### src/rtl/prog_load_ctrl.sv
// Boot/run sequencer for the RV32I core: streams a program image into
// instruction memory, holds the core in reset, then gates run/halt/step.
module prog_load_ctrl #(
  parameter int ADDR_W     = 8,
  parameter int DEPTH      = 256,
  parameter int RST_CYCLES = 4
) (
  input  logic              clk,
  input  logic              rst,
  input  logic              load_start,
  input  logic [ADDR_W:0]   load_len,
  input  logic              word_valid,
  input  logic [31:0]       word_data,
  output logic              word_ready,
  output logic              imem_en,
  output logic [ADDR_W-1:0] imem_addr,
  output logic [31:0]       imem_data,
  output logic              core_rst,
  output logic              core_run,
  input  logic              halt_req,
  input  logic              resume_req,
  input  logic              step_req,
  output logic              len_err,
  output logic              busy,
  output logic [31:0]       cycle_cnt
);

  typedef enum logic [2:0] {
    S_IDLE = 3'd0,
    S_LOAD = 3'd1,
    S_HOLD = 3'd2,
    S_RUN  = 3'd3,
    S_HALT = 3'd4
  } state_t;

  localparam logic [ADDR_W:0]   DEPTH_L   = (ADDR_W+1)'(DEPTH);
  localparam logic [ADDR_W:0]   LEN_ZERO  = (ADDR_W+1)'(0);
  localparam logic [ADDR_W:0]   LEN_ONE   = (ADDR_W+1)'(1);
  localparam logic [ADDR_W-1:0] CNT_ZERO  = ADDR_W'(0);
  localparam logic [ADDR_W-1:0] CNT_ONE   = ADDR_W'(1);
  localparam logic [3:0]        HOLD_LAST = 4'(RST_CYCLES);

  state_t            state_r;
  state_t            state_s;
  logic [ADDR_W:0]   len_r;
  logic [ADDR_W-1:0] cnt_r;
  logic [3:0]        hold_cnt_r;
  logic              imem_en_r;
  logic [ADDR_W-1:0] imem_addr_r;
  logic [31:0]       imem_data_r;
  logic              core_rst_r;
  logic              core_run_r;
  logic              len_err_r;
  logic [31:0]       cycle_cnt_r;

  logic              len_ok_s;
  logic              xfer_s;
  logic              last_s;
  logic              step_s;
  logic              core_rst_s;
  logic              core_run_s;
  logic              len_err_s;

  assign len_ok_s = (load_len != LEN_ZERO) && (load_len <= DEPTH_L);
  assign xfer_s   = (state_r == S_LOAD) && word_valid;
  assign last_s   = ({1'b0, cnt_r} == (len_r - LEN_ONE));
  // load_start and resume_req both outrank a step request while halted
  assign step_s   = (state_r == S_HALT) && step_req && !load_start && !resume_req;

  assign word_ready = (state_r == S_LOAD);
  assign busy       = (state_r == S_LOAD) || (state_r == S_HOLD);
  assign imem_en    = imem_en_r;
  assign imem_addr  = imem_addr_r;
  assign imem_data  = imem_data_r;
  assign core_rst   = core_rst_r;
  assign core_run   = core_run_r;
  assign len_err    = len_err_r;
  assign cycle_cnt  = cycle_cnt_r;

  // State register
  always_ff @(posedge clk) begin
    if (rst) begin
      state_r <= S_IDLE;
    end else begin
      state_r <= state_s;
    end
  end

  // Next-state decode
  always_comb begin
    state_s = state_r;
    case (state_r)
      S_IDLE: begin
        if (load_start && len_ok_s) state_s = S_LOAD;
        else                        state_s = S_IDLE;
      end
      S_LOAD: begin
        if (xfer_s && last_s) state_s = S_HOLD;
        else                  state_s = S_LOAD;
      end
      S_HOLD: begin
        if (hold_cnt_r == HOLD_LAST) state_s = S_RUN;
        else                         state_s = S_HOLD;
      end
      S_RUN: begin
        if (halt_req) state_s = S_HALT;
        else          state_s = S_RUN;
      end
      S_HALT: begin
        if (load_start && len_ok_s) state_s = S_LOAD;
        else if (load_start)        state_s = S_HALT;
        else if (resume_req)        state_s = S_RUN;
        else                        state_s = S_HALT;
      end
      default: state_s = S_IDLE;
    endcase
  end

  // Next values of the registered control outputs, decoded from the next state
  always_comb begin
    core_rst_s = 1'b1;
    case (state_s)
      S_IDLE, S_LOAD, S_HOLD: core_rst_s = 1'b1;
      S_RUN, S_HALT:          core_rst_s = 1'b0;
      default:                core_rst_s = 1'b1;
    endcase
    core_run_s = (state_s == S_RUN) || step_s;
    len_err_s  = load_start && !len_ok_s && ((state_r == S_IDLE) || (state_r == S_HALT));
  end

  // Registered outputs, word counter, hold timer and cycle counter
  always_ff @(posedge clk) begin
    if (rst) begin
      imem_en_r   <= 1'b0;
      imem_addr_r <= CNT_ZERO;
      imem_data_r <= 32'd0;
      core_rst_r  <= 1'b1;
      core_run_r  <= 1'b0;
      len_err_r   <= 1'b0;
      cycle_cnt_r <= 32'd0;
      len_r       <= LEN_ZERO;
      cnt_r       <= CNT_ZERO;
      hold_cnt_r  <= 4'd0;
    end else begin
      imem_en_r  <= xfer_s;
      core_rst_r <= core_rst_s;
      core_run_r <= core_run_s;
      len_err_r  <= len_err_s;
      if (xfer_s) begin
        imem_addr_r <= cnt_r;
        imem_data_r <= word_data;
      end else begin
        imem_addr_r <= imem_addr_r;
        imem_data_r <= imem_data_r;
      end
      if ((state_r != S_LOAD) && (state_s == S_LOAD)) begin
        len_r <= load_len;
        cnt_r <= CNT_ZERO;
      end else if (xfer_s) begin
        len_r <= len_r;
        cnt_r <= cnt_r + CNT_ONE;
      end else begin
        len_r <= len_r;
        cnt_r <= cnt_r;
      end
      // Timer starts at zero on the cycle the final write is presented
      if (state_r == S_HOLD) hold_cnt_r <= hold_cnt_r + 4'd1;
      else                   hold_cnt_r <= 4'd0;
      if (state_s == S_HOLD)  cycle_cnt_r <= 32'd0;
      else if (core_run_r)    cycle_cnt_r <= cycle_cnt_r + 32'd1;
      else                    cycle_cnt_r <= cycle_cnt_r;
    end
  end

endmodule

### config.mk
export PLATFORM = sky130hd
export DESIGN_NAME = prog_load_ctrl
export DESIGN_NICKNAME = d
export VERILOG_FILES = /design/src/rtl/prog_load_ctrl.sv
export SDC_FILE = /design/constraint.sdc
export NUM_CORES = 1
export LEC_CHECK = 0
export CORE_AREA = 8 8 111 113
export CTS_CLUSTER_DIAMETER = 80
export DETAILED_ROUTE_END_ITERATION = 8
export DIE_AREA = 0 0 119 121
export GPL_ROUTABILITY_DRIVEN = 0
export PLACE_DENSITY_LB_ADDON = 0.15
export SLEW_MARGIN = 20
export SYNTH_ARGS = -nofsm -noshare
export SYNTH_HDL_FRONTEND = slang
export SYNTH_SLANG_ARGS = --single-unit
export TNS_END_PERCENT = 100
### constraint.sdc
create_clock -name clk -period 2.35 [get_ports clk]
set_input_delay 0.47 -clock clk [delete_from_list [all_inputs] [get_ports clk]]
set_output_delay 0.47 -clock clk [all_outputs]
set_load 0.005 [all_outputs]
==> impl_metrics.py, run 1 <==
metrics = {
    "outcome": {
        "outcome": "complete, no violations",
    },
    "sta": {
        "fin_crit_sh": 0.930,
        "worst_pin_slew_ns": 0.525,
        "setup_viol": 0,
        "fin_crit_ns": 2.19,
        "final_hold_viol_count": 0,
        "drv_slew": 0,
        "fin_skew_ns": 0.00994,
        "relSlewSlack": 0.647,
        "clock.fmax_mhz": 458,
        "rsz0062_at_grt": "false",
        "holdWs_ns": 0.453,
    },
    "setup_path": {
        "ff2ff_setup_slack_ns": 0.16,
        "worst_setup_path_end_kind": "flip-flop",
        "reg2reg_to": "cycle_cnt[24]$_SDFFE_PP0P_",
        "r2r-start": "len_r[0]$_SDFFE_PP0P_",
        "required_ns": 2.56,
        "cp_max_fo": 34,
        "cp-start-kind": "flip-flop",
        "rr_worst_depth": 8,
        "crit_type": "flip-flop to flip-flop",
        "crit_arrival_ns": 2.39,
    },
    "synth": {
        "synth_cell_types": 47,
        "synthesis.area_um2": 4430,
        "synthTopCellsByArea": "dfxtp_1 (45%), nand2_1 (8.0%), a21oi_1 (5.2%), xor2_1 (5.1%), xnor2_1 (4.9%)",
        "synth_area_per_cell_um2": 8.56,
        "seq_area_frac_synth": 0.452,
        "ys_async_sr_fraction": 0,
        "ys_ff_latch": 100,
        "yosysWarnings": 0,
        "syn_nets": 571,
        "ys_top_cells_by_count": "dfxtp_1 (100), nand2_1 (95), a21oi_1 (46), nor4_1 (33), nor2_1 (30)",
        "synth_flop_cell": "dfxtp_1",
        "yosysTopAreaCellShare": 0.452,
        "yosysMostFrequentCell": "dfxtp_1",
        "synth_edf_count": 0,
        "yosys.area.top_type": "dfxtp_1",
        "synthCells": 518,
    },
    "detailed_routing": {
        "drt_iter0_markers": 207,
        "routed_wirelength_um": 11800,
        "num_vias": 3987,
        "drt_pass1_iterations": 4,
        "via_per_inst": 5.11,
        "final_antenna_net_count": 0,
        "drc": 0,
        "wire_per_inst_um": 15.1,
    },
    "clocking": {
        "cts_made_buffers": 9,
        "cts_root_buffer": "clkbuf_8",
        "cts_resized": 1,
        "clk_pin_slew_ns": 0.08,
        "cts_tree": "done",
        "htree_levels": 3,
        "clk-insertion-delay-late_ns": 0.35,
        "hold_buffers": 0,
        "clockBufferDepth": 2,
        "clock_sinks": 100,
        "cts_setup_buffers": 0,
    },
    "power_and_ir_drop": {
        "irDropWorstVdd_mv": 0.331,
        "pwr-share-comb": 0.108,
        "power_frac_clock": 0.336,
        "p_sw_w": 0.000715,
        "power.density_nw_per_um2": 517,
        "p_seq_frac": 0.556,
        "p_int_w": 0.00243,
        "p_leak_nw": 2.08,
        "switching_share": 0.227,
    },
    "final_layout": {
        "area_growth_pct": 37.2,
        "final_nets": 689,
        "fin_area_um2": 6080,
        "diodes": 0,
        "drive_gt1_frac": 0.0703,
    },
    "die": {
        "io_pins": 126,
        "die_w_um": 119,
        "initial_core_util": 0.418,
        "fp-row-count": 38,
        "core_um2": 10600,
        "dieArea_um2": 14400,
        "die_h_um": 121,
    },
    "grt": {
        "grt_pass1_wl_um": 19000,
        "grtUsageTotal": 0.160,
        "grt_max_degree": 43,
        "antenna_found_initial": 0,
        "grt_pass1_vias": 3795,
        "overflow": 0,
    },
    "placement": {
        "hpwl_um": 8770,
        "dpl_cell_area_um2": 5890,
        "io_buffers": 125,
    },
    "min_path": {
        "hold_path_class": "flip-flop to flip-flop",
        "hold-path-cell-count": 2,
        "holdPathEnd": "imem_data[11]$_SDFFE_PP0P_",
        "hold_start": "imem_data[11]$_SDFFE_PP0P_",
    },
    "flow_run": {
        "drv_cap": 0,
    },
}
## how the worst max path moves through the flow
stage,from,endpoint,depth (start not counted)
3_3_place_gp,load_len[5],cnt_r[1]$_SDFFE_PP0P_,7
2_1_floorplan,len_r[0]$_SDFFE_PP0P_,cycle_cnt[14]$_SDFFE_PP0P_,10
6_report,len_r[0]$_SDFFE_PP0P_,cycle_cnt[24]$_SDFFE_PP0P_,8
3_5_place_dp,load_len[5],cnt_r[1]$_SDFFE_PP0P_,7
4_1_cts,state_r[0]$_SDFF_PP0_,word_ready,3
5_1_grt,len_r[0]$_SDFFE_PP0P_,cycle_cnt[25]$_SDFFE_PP0P_,8
## critical path, cell delays in order, from the launching register on
cell and delay, ns:
dfxtp_1 0.34, inv_1 0.05, ha_1 0.27, o21bai_1 0.20, a2111oi_2 0.40, a311oi_2 0.09
a2111oi_4 0.37, buf_12 0.24, nor4_1 0.08
## registers in the layout, indices dropped and copies added (netlist names), 3 cells and up
signal and cells:
cnt_r 8, hold_cnt_r 4, imem_data 32, cycle_cnt 32
len_r 9, state_r 3, imem_addr 8
## per-layer routing
metal	track usage	vias to the layer above	routed length, um
li1	-	2008	-
met1	0.187	1879	4940
met2	0.279	87	6070
met3	0.0423	13	594
met4	0.0506	0	165
met5	0	-	0
## power by group through the flow
| stage | logic, W | registers (W) | clock network (W) |
|---|---|---|---|
| 3_3_place_gp | 0.000336 | 0.00179 | 0 |
| 2_1_floorplan | 0.000162 | 0.00178 | 0 |
| 5_1_grt | 0.000370 | 0.00175 | 0.00117 |
| 6_report | 0.000340 | 0.00175 | 0.00105 |
| 3_5_place_dp | 0.000340 | 0.00179 | 0 |
| 4_1_cts | 0.000342 | 0.00175 | 0.00110 |
## stage by stage
| step | instances | worst slack, ns | utilization | setup TNS [ns] | power (W) |
|---|---|---|---|---|---|
| after global routing | 780 | 0.000750 | 0.574 | 0 | 0.00329 |
| after detailed placement | 765 | -0.0109 | 0.555 | -0.0142 | 0.00213 |
| after floorplan | 518 | 0.00457 | - | 0 | 0.00194 |
| after global placement | 765 | 0.0362 | 0.555 | 0 | 0.00212 |
| final | 780 | 0.165 | 0.574 | 0 | 0.00314 |
| after CTS | 780 | 0.0441 | 0.573 | 0 | 0.00319 |
## cells by family after synthesis
kind of cell / after synthesis / synth area share
buffers and inverters: 48 / 0.0455
muxes: 11 / 0.0248
DFF: 100 / 0.452
AOI/OAI and AO/OA: 62 / 0.0858
adders and majority gates: 5 / 0.0141
xor gates and xnor gates: 51 / 0.101
and+or+nand+nor: 241 / 0.277
## area by class of cell
class	instances	area, um2
clock buffer	13	149
clock inverter	2	35.0
fill	969	4520
inverter	11	41.3
multi-input combinational	370	2260
sequential	100	2000
tap	140	175
timing repair buffer	144	1410
## placed cells by master, fill, tap and decap left out, types with 2 or more instances in the layout
cell type          n
nor4_1            33
and3_1             8
nand2b_1           3
nor2_1            30
nor3_1            13
nand2_1           95
nor4_2             2
buf_12             2
a21oi_1           46
inv_1             11
nand3_1           15
nand3b_1           3
and4_1             4
clkbuf_1           3
nand4_1           12
a31oi_1            2
or3_1              4
nor2b_1            6
mux2i_1           11
clkdlybuf4s50_1  124
clkbuf_8          10
buf_4             17
xnor2_1           25
o21bai_1           2
o21ai_0            2
ha_1               5
nor3b_1            2
xor2_1            26
dfxtp_1           99
or4b_1             2
Note: power is estimated with default switching activity, not from simulation.
==> inputs of run 2 (changes only) <==
--- a/config.mk
+++ b/config.mk
@@ -11,7 +11,6 @@
 export DIE_AREA = 0 0 119 121
 export GPL_ROUTABILITY_DRIVEN = 0
 export PLACE_DENSITY_LB_ADDON = 0.15
-export SLEW_MARGIN = 20
 export SYNTH_ARGS = -nofsm -noshare
 export SYNTH_HDL_FRONTEND = slang
 export SYNTH_SLANG_ARGS = --single-unit
==> results of run 2 <==
Final layout, timing and power as in run 1 (identical DEF).
==> inputs of run 3 (changes only) <==
--- a/config.mk
+++ b/config.mk
@@ -10,6 +10,7 @@
 export DETAILED_ROUTE_END_ITERATION = 8
 export DIE_AREA = 0 0 119 121
 export GPL_ROUTABILITY_DRIVEN = 0
+export GPL_TIMING_DRIVEN = 0
 export PLACE_DENSITY_LB_ADDON = 0.15
 export SYNTH_ARGS = -nofsm -noshare
 export SYNTH_HDL_FRONTEND = slang
==> run 3 against run 2 <==
  * Via count is 2.6% higher
  * Highest routed layer unchanged
  * Sequential cell count stayed put
  * Cell area is 1.2% higher
  * Routed wire length is 2.3% higher
  * Largest cell class unchanged
  * Clock skew is 0.0046 ns higher
  * Combinational power hardly changed
  * Clock-buffer cell count is 3 lower
==> impl_metrics.py, run 3 (synthesis gave the netlist of run 1 again) <==
metrics = {
    "die": {
        "io_pins": 126,
        "die_w_um": 119,
        "initial_core_util": 0.418,
        "core_um2": 10600,
        "fp-row-count": 38,
        "dieArea_um2": 14400,
        "die_h_um": 121,
    },
    "setup_path": {
        "cp-start-kind": "flip-flop",
        "cp_num_cells": 10,
        "critical-path-top-delay-family": "compound AO/OA/AOI/OAI gates",
        "crit_top_cell": "buf_6",
        "cpPeakStageDelay_ns": 0.40,
        "rr_worst_depth": 10,
        "crit_buf_inv": 4,
        "crit_arrival_ns": 2.45,
        "cp_max_fo": 10,
        "slowest_stage": "a2111oi_2",
        "worst_setup_path_end_kind": "flip-flop",
        "crit_type": "flip-flop to flip-flop",
        "cp_cell_sequence": "buf_6 -> inv_1 -> ha_4 -> o21bai_1 -> a2111oi_2 -> a311oi_2 -> a2111oi_4 -> buf_6 -> buf_8 -> nor4_1",
        "required_ns": 2.57,
    },
    "final_layout": {
        "diodes": 0,
        "final_nets": 707,
        "drive_gt1_frac": 0.0607,
        "fill_cells": 959,
        "final_cell_mix": "clkdlybuf4s50_1 (124), dfxtp_1 (96), nand2_1 (95), a21oi_1 (46), nor4_1 (32)",
        "area_growth_pct": 38.9,
        "fin_util": 0.581,
        "mostFrequentLayoutCell": "clkdlybuf4s50_1",
        "fin_area_um2": 6160,
    },
    "clocking": {
        "cts_tree": "done",
        "clock_sinks": 100,
        "clk_pin_slew_ns": 0.10,
        "clockBufferDepth": 2,
        "cts_made_buffers": 9,
        "cts_root_buffer": "clkbuf_8",
        "htree_levels": 3,
        "hold_buffers": 0,
        "clk-insertion-delay-late_ns": 0.35,
    },
    "power_and_ir_drop": {
        "p_sw_w": 0.000787,
        "p_int_w": 0.00255,
        "p_leak_nw": 2.08,
        "power_frac_clock": 0.375,
        "switching_share": 0.236,
        "p_total_w": 0.00334,
        "power.density_nw_per_um2": 542,
        "pwr-share-comb": 0.101,
        "p_seq_frac": 0.524,
        "irDropWorstVdd_mv": 0.384,
    },
    "sta": {
        "final_hold_viol_count": 0,
        "rsz0062_at_grt": "false",
        "clock.fmax_mhz": 447,
        "fin_crit_ns": 2.24,
        "worst_pin_slew_ns": 0.561,
        "holdWs_ns": 0.462,
        "setup_viol": 0,
        "relSlewSlack": 0.623,
        "drv_slew": 0,
        "fin_skew_ns": 0.0145,
        "fin_crit_sh": 0.951,
    },
    "placement": {
        "hpwl_um": 9250,
        "dpl_cell_area_um2": 5850,
        "io_buffers": 124,
    },
    "grt": {
        "grtUsageTotal": 0.164,
        "grt_max_degree": 18,
        "grt_use_met2": 0.299,
        "use_met1": 0.188,
        "use_met3": 0.0312,
        "grt_pass1_wl_um": 19800,
        "top_usage_layer": "met2",
        "antenna_found_initial": 0,
        "grt_pass1_vias": 4007,
        "overflow": 0,
    },
    "detailed_routing": {
        "final_antenna_net_count": 0,
        "via_per_inst": 5.12,
        "num_vias": 4091,
        "drc": 0,
        "drt_pass1_iterations": 4,
        "routed_wirelength_um": 12000,
        "drt_iter0_markers": 209,
        "wire_per_inst_um": 15.1,
    },
    "outcome": {
        "outcome": "complete, no violations",
    },
    "min_path": {
        "hold_path_class": "flip-flop to flip-flop",
        "hold-path-cell-count": 2,
    },
    "flow_run": {
        "drv_cap": 0,
    },
}
## run 3: cell types whose count changed in the layout (fill, tap and decap cells not counted), sizes merged
| cell | before | now |
|---|---|---|
| buf | 20 | 14 |
| clkbuf | 13 | 34 |
| bufinv | 1 | 2 |
| inv | 11 | 14 |
## run 3: tightest hold or removal path: stages, from the launching register on
cell,delay (ns)
dfxtp_1,0.32
nand2_1,0.05
a21oi_1,0.05
## run 3: timing repair
item                                    in CTS  in global routing
pin swaps                                    2                  2
setup buffers                                2                  0
cloned                                       1                  0
gates resized for setup                      7                 10
endpoints found under the setup margin      35                 36
## run 3: worst paths after layout
check | startpoint | endpoint | slack, ns
min | imem_data[31]$_SDFFE_PP0P_ | imem_data[31]$_SDFFE_PP0P_ | 0.46
max reg2reg | len_r[0]$_SDFFE_PP0P_ | cycle_cnt[27]$_SDFFE_PP0P_ | 0.11
max | len_r[0]$_SDFFE_PP0P_ | cycle_cnt[27]$_SDFFE_PP0P_ | 0.11
min reg2reg | imem_data[31]$_SDFFE_PP0P_ | imem_data[31]$_SDFFE_PP0P_ | 0.46
## run 3: power by group through the flow
stage	Sequential [W]	Clock [W]	Combinational, W
global placement	0.00178	0	0.000326
detailed placement	0.00179	0	0.000333
CTS	0.00175	0.00129	0.000334
finish	0.00175	0.00125	0.000338
floorplan	0.00178	0	0.000162
global route	0.00176	0.00137	0.000366
## run 3: routing by layer
metal | routed length, um | part of all wire
met5 | 0 | 0
met4 | 239 | 0.020
met3 | 486 | 0.040
met2 | 6240 | 0.52
met1 | 5080 | 0.42
## run 3: layout make-up
class / count / area [um2] / area share
well taps: 140 / 175 / 0.0285
flip-flops and latches: 100 / 2010 / 0.326
inverters: 11 / 41.3 / 0.00671
multi-input cells: 370 / 2260 / 0.367
repair buffers: 127 / 1270 / 0.206
plain buffers: 35 / 173 / 0.0280
clock buffers: 10 / 138 / 0.0224
clock inverters: 6 / 93.8 / 0.0152
## run 3: through the flow
step	setup TNS [ns]	cells	setup slack, ns
floorplan	0	518	0.00457
global placement	-19.16	782	-0.500
detailed placement	-22.44	782	-0.550
CTS	0	799	0.0558
global route	0	799	0.00302
finish	0	799	0.115
